File: config.mk
export PLATFORM = sky130hd
export DESIGN_NAME = mode_command_tx
export DESIGN_NICKNAME = d
export VERILOG_FILES = /design/src/rtl/mode_command_tx.sv
export SDC_FILE = /design/constraint.sdc
export NUM_CORES = 1
export LEC_CHECK = 0
export CAP_MARGIN = 15
export CORE_UTILIZATION = 54
export DETAILED_ROUTE_END_ITERATION = 8
export PLACE_DENSITY_LB_ADDON = 0.12
export REMOVE_ABC_BUFFERS = 1
export SLEW_MARGIN = 10
export SYNTH_ARGS = -nofsm -noshare
export SYNTH_HDL_FRONTEND = slang
export SYNTH_SLANG_ARGS = --single-unit
File: constraint.sdc
create_clock -name clk -period 1.8 [get_ports clk]
set_input_delay 0.36 -clock clk [delete_from_list [all_inputs] [get_ports clk]]
set_output_delay 0.36 -clock clk [all_outputs]
set_load 0.1 [all_outputs]
File: src/rtl/mode_command_tx.sv
// UART transmitter for the 3-byte mode command 'M', <rate char>, 'F' (8N1, LSB first).
// Define MODE_TX_CRLF_EN to append CR (0x0D) and LF (0x0A) after the final 'F'.
module mode_command_tx #(
  parameter int unsigned CLKS_PER_BIT = 434,
  parameter bit          LOWERCASE    = 1'b0
) (
  input  logic       clk,
  input  logic       reset,
  input  logic       i_send,
  input  logic [1:0] i_rate,
  output logic       o_tx,
  output logic       o_busy,
  output logic       o_done
);

  localparam int unsigned CW = $clog2(CLKS_PER_BIT);
`ifdef MODE_TX_CRLF_EN
  localparam int unsigned IW     = 3;
  localparam int unsigned NBYTES = 5;
`else
  localparam int unsigned IW     = 2;
  localparam int unsigned NBYTES = 3;
`endif
  localparam logic [IW-1:0] LAST_IDX  = IW'(NBYTES - 1);
  localparam logic [CW-1:0] BAUD_LAST = CW'(CLKS_PER_BIT - 1);

  typedef enum logic [1:0] {IDLE, START, DATA, STOP} state_t;

  state_t        state_q, state_d;
  logic [CW-1:0] baud_q, baud_d;
  logic [2:0]    bit_q, bit_d;
  logic [IW-1:0] idx_q, idx_d;
  logic [7:0]    shift_q, shift_d;
  logic [7:0]    rate_q, rate_d;
  logic          tx_q, tx_d;
  logic          busy_q, busy_d;
  logic          done_q, done_d;
  logic          baud_end;

  function automatic logic [7:0] rate_char(input logic [1:0] rate);
    case (rate)
      2'b00:   return 8'h31;
      2'b01:   return 8'h35;
      2'b10:   return 8'h41;
      default: return 8'h3F;
    endcase
  endfunction

  function automatic logic [7:0] byte_at(input logic [IW-1:0] idx, input logic [7:0] rate);
    case (int'(idx))
      0:       return LOWERCASE ? 8'h6D : 8'h4D;
      1:       return rate;
      2:       return LOWERCASE ? 8'h66 : 8'h46;
`ifdef MODE_TX_CRLF_EN
      3:       return 8'h0D;
      4:       return 8'h0A;
`endif
      default: return 8'hFF;
    endcase
  endfunction

  assign baud_end = (baud_q == BAUD_LAST);

  always_ff @(posedge clk or negedge reset) begin
    if (!reset) begin
      state_q <= IDLE;
      baud_q  <= '0;
      bit_q   <= '0;
      idx_q   <= '0;
      shift_q <= '0;
      rate_q  <= '0;
      tx_q    <= 1'b1;
      busy_q  <= 1'b0;
      done_q  <= 1'b0;
    end else begin
      state_q <= state_d;
      baud_q  <= baud_d;
      bit_q   <= bit_d;
      idx_q   <= idx_d;
      shift_q <= shift_d;
      rate_q  <= rate_d;
      tx_q    <= tx_d;
      busy_q  <= busy_d;
      done_q  <= done_d;
    end
  end

  // Line level is registered from the current state, so o_tx, o_busy fall and
  // o_done all trail the FSM by one cycle; IDLE with busy_q set is that trailing cycle.
  always_comb begin
    state_d = state_q;
    baud_d  = baud_q;
    bit_d   = bit_q;
    idx_d   = idx_q;
    shift_d = shift_q;
    rate_d  = rate_q;
    tx_d    = 1'b1;
    busy_d  = busy_q;
    done_d  = 1'b0;
    case (state_q)
      IDLE: begin
        if (busy_q) begin
          busy_d = 1'b0;
          done_d = 1'b1;
        end else if (i_send && !done_q) begin
          rate_d  = rate_char(i_rate);
          idx_d   = '0;
          shift_d = byte_at('0, rate_char(i_rate));
          baud_d  = '0;
          busy_d  = 1'b1;
          state_d = START;
        end
      end
      START: begin
        tx_d = 1'b0;
        if (baud_end) begin
          baud_d  = '0;
          bit_d   = '0;
          state_d = DATA;
        end else begin
          baud_d = baud_q + 1'b1;
        end
      end
      DATA: begin
        tx_d = shift_q[0];
        if (baud_end) begin
          baud_d  = '0;
          shift_d = {1'b0, shift_q[7:1]};
          if (bit_q == 3'd7) begin
            state_d = STOP;
          end else begin
            bit_d = bit_q + 1'b1;
          end
        end else begin
          baud_d = baud_q + 1'b1;
        end
      end
      STOP: begin
        tx_d = 1'b1;
        if (baud_end) begin
          baud_d = '0;
          if (idx_q == LAST_IDX) begin
            state_d = IDLE;
          end else begin
            idx_d   = idx_q + 1'b1;
            shift_d = byte_at(idx_q + 1'b1, rate_q);
            state_d = START;
          end
        end else begin
          baud_d = baud_q + 1'b1;
        end
      end
      default: state_d = IDLE;
    endcase
  end

  assign o_tx   = tx_q;
  assign o_busy = busy_q;
  assign o_done = done_q;

endmodule
==> flow_summary.toml, run 1 <==
[outcome]
status = "finished clean"

[yosys]
synthFlopType = "dfrtp_1"
synth.ff_latch_count = 32
netlist-cell-type-count = 42
synth_area_per_cell_um2 = 10.2
yosysWarningCount = 0
fraction_of_registers_with_async_set_or_reset_after_synthesis = 1.00
synth_area_mm2 = 0.00184
synth_sequential_area_ratio = 0.436
synth_instances = 180
synth-edff-count = 0
yosys-top-cells-area = "dfrtp_1, ha_1, mux2_2"
yosys.area.top_type_share = 0.422
synth_largest_area_cell = "dfrtp_1"

[cts]
cts_htree_levels = 2
cts_root_buffer = "clkbuf_4"
cts-buffers-inserted = 5
clock-sinks = 32
clk_transition_reported_paths_ps = 100
clock_insertion_delay_worst_skew_ps = 330
max-clock-path-buffers = 2
cts_tree = "built"

[route]
drt_total_wl_um = 3740
dr_wl_met3_um = 142
dr_total_vias = 1464
routed.top_layer = "met4"
detail_route.wirelength.met1_um = 1720
drt-wirelength-per-cell_um = 14.4
vias_per_cell = 5.63
route.met2.wl_um = 1840
final_antenna_net_count = 0
post-route-drc-count = 0
drt_first_pass_iters = 4
starting_drt_drc_count = 49

[pwr]
power.leakage_nw = 1.07
switching_power_mw = 0.260
internal_power_mw = 0.958
power.share.switching = 0.213
power.share.combinational = 0.021
clkPwrFrac = 0.389
power_frac_seq = 0.590
power.ir.vdd_worst_uv = 429
cellPowerDensity_mw_per_mm2 = 542

[global_routing]
grt_remaining_overflow = 0
number_of_antenna_violations_at_the_first_check_in_global_routing = 0
grt_max_degree = 33
grt_util_overall = 0.235
grt_pass1_vias = 1414
grt_pass1_wl_um = 6310

[floorplan]
die_width_um = 60.4
floorplan.core_area_mm2 = 0.00315
floorplan.initialDensity = 0.583
placementRows = 20
dieHeight_um = 60.4
boundaryPins = 8
die_area_mm2 = 0.00364

[setup_path]
timing.critical_path.fanout_max = 8
worst_ep_required_time_ps = 2020
critical_path.reg2reg.startpoint = "baud_q[6]"
r2r_setup_slack_ps = 70
critPathCaptureType = "flip-flop"
arrival_ps = 1950
r2r_end = "shift_q[1]"
reg2reg_depth = 4
timing.critical_path.from_type = "flip-flop"
setup.worst_path.class = "flip-flop to flip-flop"

[finish]
drive_above_1_share = 0.269
n_diodes = 0
finalInstanceArea_mm2 = 0.00225
layout-area-overhead-vs-synth_pct = 22.3
nets = 234
multi_input_area_um2 = 972
seq_area_um2 = 802
fillerInstances = 249

[hold_path]
hold_class = "input pin to async pin"

[timing]
fin_setup_tns_ps = 0
max-slew-margin-rel = 0.731
fin_worst_hold_slack_ps = 420
fin_crit_ps = 1730
setup_viol = 0
fin_crit_sh = 0.961
finalMaxSlewViolations = 0
finalHoldViolCount = 0
clock-skew-final_ps = 2.56
tightest_slew_ps = 403
fmaxAchievable_mhz = 578

[place]
dp_hpwl_um = 2820
gp_congestion = 0.836
numPortBuffers = 7
postPlaceCellArea_mm2 = 0.00214

[job]
max-cap-violations = 0
[synthesized netlist by cell type, types with 2 or more instances]
| cell | instances |
|---|---|
| dfrtp_1 | 31 |
| ha_1 | 14 |
| inv_1 | 13 |
| nand2_1 | 13 |
| o21ai_0 | 12 |
| a21oi_1 | 10 |
| nor2_1 | 10 |
| mux2_2 | 8 |
| a211oi_1 | 6 |
| nand4_1 | 5 |
| xnor2_1 | 5 |
| a31oi_1 | 4 |
| clkbuf_1 | 4 |
| mux2i_1 | 4 |
| nand3_1 | 4 |
| a21o_1 | 3 |
| o2bb2ai_1 | 3 |
| a22oi_1 | 2 |
| a41o_1 | 2 |
| and2_1 | 2 |
| buf_6 | 2 |
| nand2b_1 | 2 |
| o21a_1 | 2 |
[sequential cells by signal (all words and copies together), names as in the netlist]
register  cells
rate_q        5
idx_q         2
shift_q       8
o_tx          1
state_q       2
bit_q         3
o_done        1
baud_q        9
o_busy        1
[through the flow]
stage | total power, mW | util | instances | setup slack (ps)
global placement | 0.758 | 0.678 | 249 | -256
floorplan | 0.734 | - | 174 | -350
global route | 1.27 | 0.713 | 260 | -2.48
CTS | 1.24 | 0.700 | 257 | 22.0
finish | 1.22 | 0.713 | 260 | 70.7
detailed placement | 0.759 | 0.678 | 249 | -344
[worst max path at each step]
stage	start	to	slack, ps	depth (start not counted)
final	baud_q[6]	shift_q[1]	70	4
after global routing	state_q[0]	shift_q[5]	-2	5
after CTS	state_q[0]	state_q[0]	20	6
after detailed placement	i_send	baud_q[5]	-340	6
after global placement	i_send	baud_q[5]	-260	6
after floorplan	o_busy	shift_q[0]	-350	4
[cell families after synthesis]
| family | after synthesis | share of synthesized area |
|---|---|---|
| XOR/XNOR | 5 | 0.0238 |
| AO/OA/AOI/OAI | 53 | 0.197 |
| AND/OR/NAND/NOR | 45 | 0.131 |
| adder cells (fa/ha/maj) | 14 | 0.0952 |
| multiplexers | 12 | 0.0708 |
| flip-flops | 32 | 0.436 |
| buffers and inverters | 19 | 0.0469 |
[cells in the final DEF (no fill, tap or decap), types with 4 or more instances in the layout]
| cell | n |
|---|---|
| dfrtp_1 | 31 |
| buf_4 | 27 |
| nand2_1 | 13 |
| o21ai_0 | 12 |
| ha_1 | 12 |
| inv_1 | 11 |
| nor2_1 | 10 |
| a21oi_1 | 10 |
| mux2_2 | 8 |
| a211oi_1 | 6 |
| nand4_1 | 5 |
| xnor2_1 | 5 |
| clkbuf_4 | 5 |
| nand3_1 | 4 |
| mux2i_1 | 4 |
| a31oi_1 | 4 |
| clkdlybuf4s50_1 | 4 |
[cell type report]
cell class / instances / share of cell area
Clock buffer: 8 / 0.0306
Inverter: 13 / 0.0217
Multi-Input combinational cell: 129 / 0.432
Sequential cell: 32 / 0.357
Tap cell: 44 / 0.0245
Timing Repair Buffer: 34 / 0.135
[power groups by stage]
stage               registers, mW  clock network (mW)  logic [mW]
CTS                         0.719               0.490      0.0264
global route                0.719               0.525      0.0287
floorplan                   0.733                   0    0.000929
global placement            0.733                   0      0.0255
detailed placement          0.733                   0      0.0264
finish                      0.718               0.474      0.0254
[layer usage]
layer,global-route usage,up-vias
li1,-,723
met3,0.0640,6
met4,0.0565,0
met1,0.292,706
met5,0,-
met2,0.405,29
[timing repair]
action / in CTS / in global routing
hold buffers: 0 / 0
endpoints found under the hold margin: 0 / 0
setup buffers: 0 / 3
pin swaps: 0 / 2
setup endpoints to repair: 1 / 11
gates resized for setup: 1 / 7
[critical path, cell delays in order, from the launching register on]
cell      delay [ps]
dfrtp_1          400
or4b_4           600
nor2_4           180
o211ai_4         150
mux2_2           300
Power figures use the tool's default switching activity.
==> inputs of run 2 (changes only) <==
Settings changed: MAX_ROUTING_LAYER set to met4, PLACE_DENSITY set to 0.77, PLACE_DENSITY_LB_ADDON 0.12 to unset.
==> run 2 against run 1 <==
Net effect: cell area down 1.1%; critical path depth unchanged; clock skew up 5.6 ps; via count grew 0.14%; hold slack worse by 5.7 ps; core utilization shrank 0.79 points; sequential power about the same; first-iteration DRC count rose by 12%; routed wire length increased by 8.8%; die area unchanged; sequential share of layout area up 0.46 points; final cell count decreased by 1.2%.
==> flow_summary.toml, run 2 (synthesis results as in run 1) <==
[outcome]
status = "finished clean"

[timing]
setup_viol = 0
fin_worst_hold_slack_ps = 414
fin_ws_ps = 41.2
fmaxAchievable_mhz = 569
finalHoldViolCount = 0
rsz0062_at_grt = "true"
max-slew-margin-rel = 0.730
fin_crit_ps = 1760
finalMaxSlewViolations = 0
fin_setup_tns_ps = 0
fin_crit_sh = 0.977
clock-skew-final_ps = 8.14
tightest_slew_ps = 405

[finish]
registers.top_by_ff_count = "baud_q"
reg_top3 = "baud_q: 9 flops, shift_q: 8 flops, rate_q: 5 flops"
n_diodes = 0
drive_above_1_share = 0.258
finalInstanceArea_mm2 = 0.00222
nets = 231
largest_register_ff_count = 9
mostFrequentLayoutCells = "dfrtp_1, buf_4, inv_1, nand2_1"
multi_input_area_um2 = 978
seq_area_um2 = 803
layout-area-overhead-vs-synth_pct = 21.0
layout_commonest_cell = "dfrtp_1"
finish.utilization = 0.706
fillerInstances = 251
finalNonFillerCells = 257

[setup_path]
worst_ep_required_time_ps = 2020
timing.critical_path.slowest_stage_cell = "or4b_4"
timing.critical_path.from_type = "flip-flop"
critPathCaptureType = "flip-flop"
cp_num_buf_inv = 0
arrival_ps = 1980
critical_path.cell_chain = "or4b_4 -> nor2_4 -> o211ai_4 -> mux2_2"
timing.critical_path.fanout_max = 8
setup.worst_path.class = "flip-flop to flip-flop"
crit_family = "simple AND/OR/NAND/NOR gates"
delay_of_the_slowest_cell_on_the_worst_path_ps = 600

[hold_path]
hold_class = "input pin to async pin"

[place]
postPlaceCellArea_mm2 = 0.00213
gp_congestion = 0.890
numPortBuffers = 7
post_placement_setup_slack_ps = -310
dp_hpwl_um = 3010
placed_cells = 248

[pwr]
total_power_mw = 1.17
cellPowerDensity_mw_per_mm2 = 524
power.leakage_nw = 1.06
power.ir.vdd_worst_uv = 473

[cts]
cts-buffers-inserted = 5
cts_htree_levels = 2
max-clock-path-buffers = 2
clock-sinks = 32
cts_tree = "built"
clk_transition_reported_paths_ps = 100
cts_root_buffer = "clkbuf_4"
post_cts_hold_buffer_count = 0
clock_insertion_delay_worst_skew_ps = 330

[floorplan]
placementRows = 20
die_area_mm2 = 0.00364
floorplan.core_area_mm2 = 0.00315
floorplan.initialDensity = 0.583
die_width_um = 60.4
dieHeight_um = 60.4
boundaryPins = 8

[route]
starting_drt_drc_count = 55
drt-wirelength-per-cell_um = 15.8
vias_per_cell = 5.70
final_antenna_net_count = 0
dr_total_vias = 1466
drt_first_pass_iters = 4
drt_total_wl_um = 4070
post-route-drc-count = 0

[job]
max-cap-violations = 0

[global_routing]
grt_pass1_vias = 1455
grt_pass1_wl_um = 6570
grt_remaining_overflow = 0
number_of_antenna_violations_at_the_first_check_in_global_routing = 0
grt_max_degree = 33
grt_util_overall = 0.256
==> run 2: cell type report <==
class                      count  area share
clock buffer                   8      0.0264
inverter                      13      0.0219
multi-input combinational    129       0.440
sequential                    32       0.361
tap                           44      0.0247
timing repair buffer          31       0.126
==> run 2: worst paths after layout <==
check | start | to | slack, ps | cells after the start
worst min register to register | rate_q[0] | rate_q[0] | 480 | 1
worst min-delay path | reset | state_q[1] | 410 | 2
min in group clk | rate_q[0] | rate_q[0] | 480 | 1
max in group asynchronous | reset | idx_q[1] | 1060 | 2
worst max register to register | baud_q[2] | shift_q[1] | 40 | 4
worst max-delay path | baud_q[2] | shift_q[1] | 40 | 4
==> run 2: timing repair <==
action,4_1_cts,5_1_grt
setup endpoints to repair,0,17
resized for setup,0,9
buffers inserted,0,1
==> run 2: layer usage <==
layer	GRT usage	part of all wire
met1	0.312	0.44
met2	0.416	0.52
met3	0.0597	0.038
met4	0.0897	0.0093
met5	-	0
==> run 2: report_power, final <==
group / switching [mW] / total, mW / leakage [nW] / internal [mW]
registers: 0 / 0.718 / 0.407 / 0.718
logic: 0.0155 / 0.0253 / 0.619 / 0.00984
clock network: 0.229 / 0.422 / 0.0326 / 0.193
==> run 2: worst reg2reg max path, delay by kind of cell, from the launching register on <==
kind / cells / cell delay (ps)
and+or+nand+nor: 2 / 780
AOI/OAI and AO/OA: 1 / 150
muxes: 1 / 320
DFF: 1 / 390
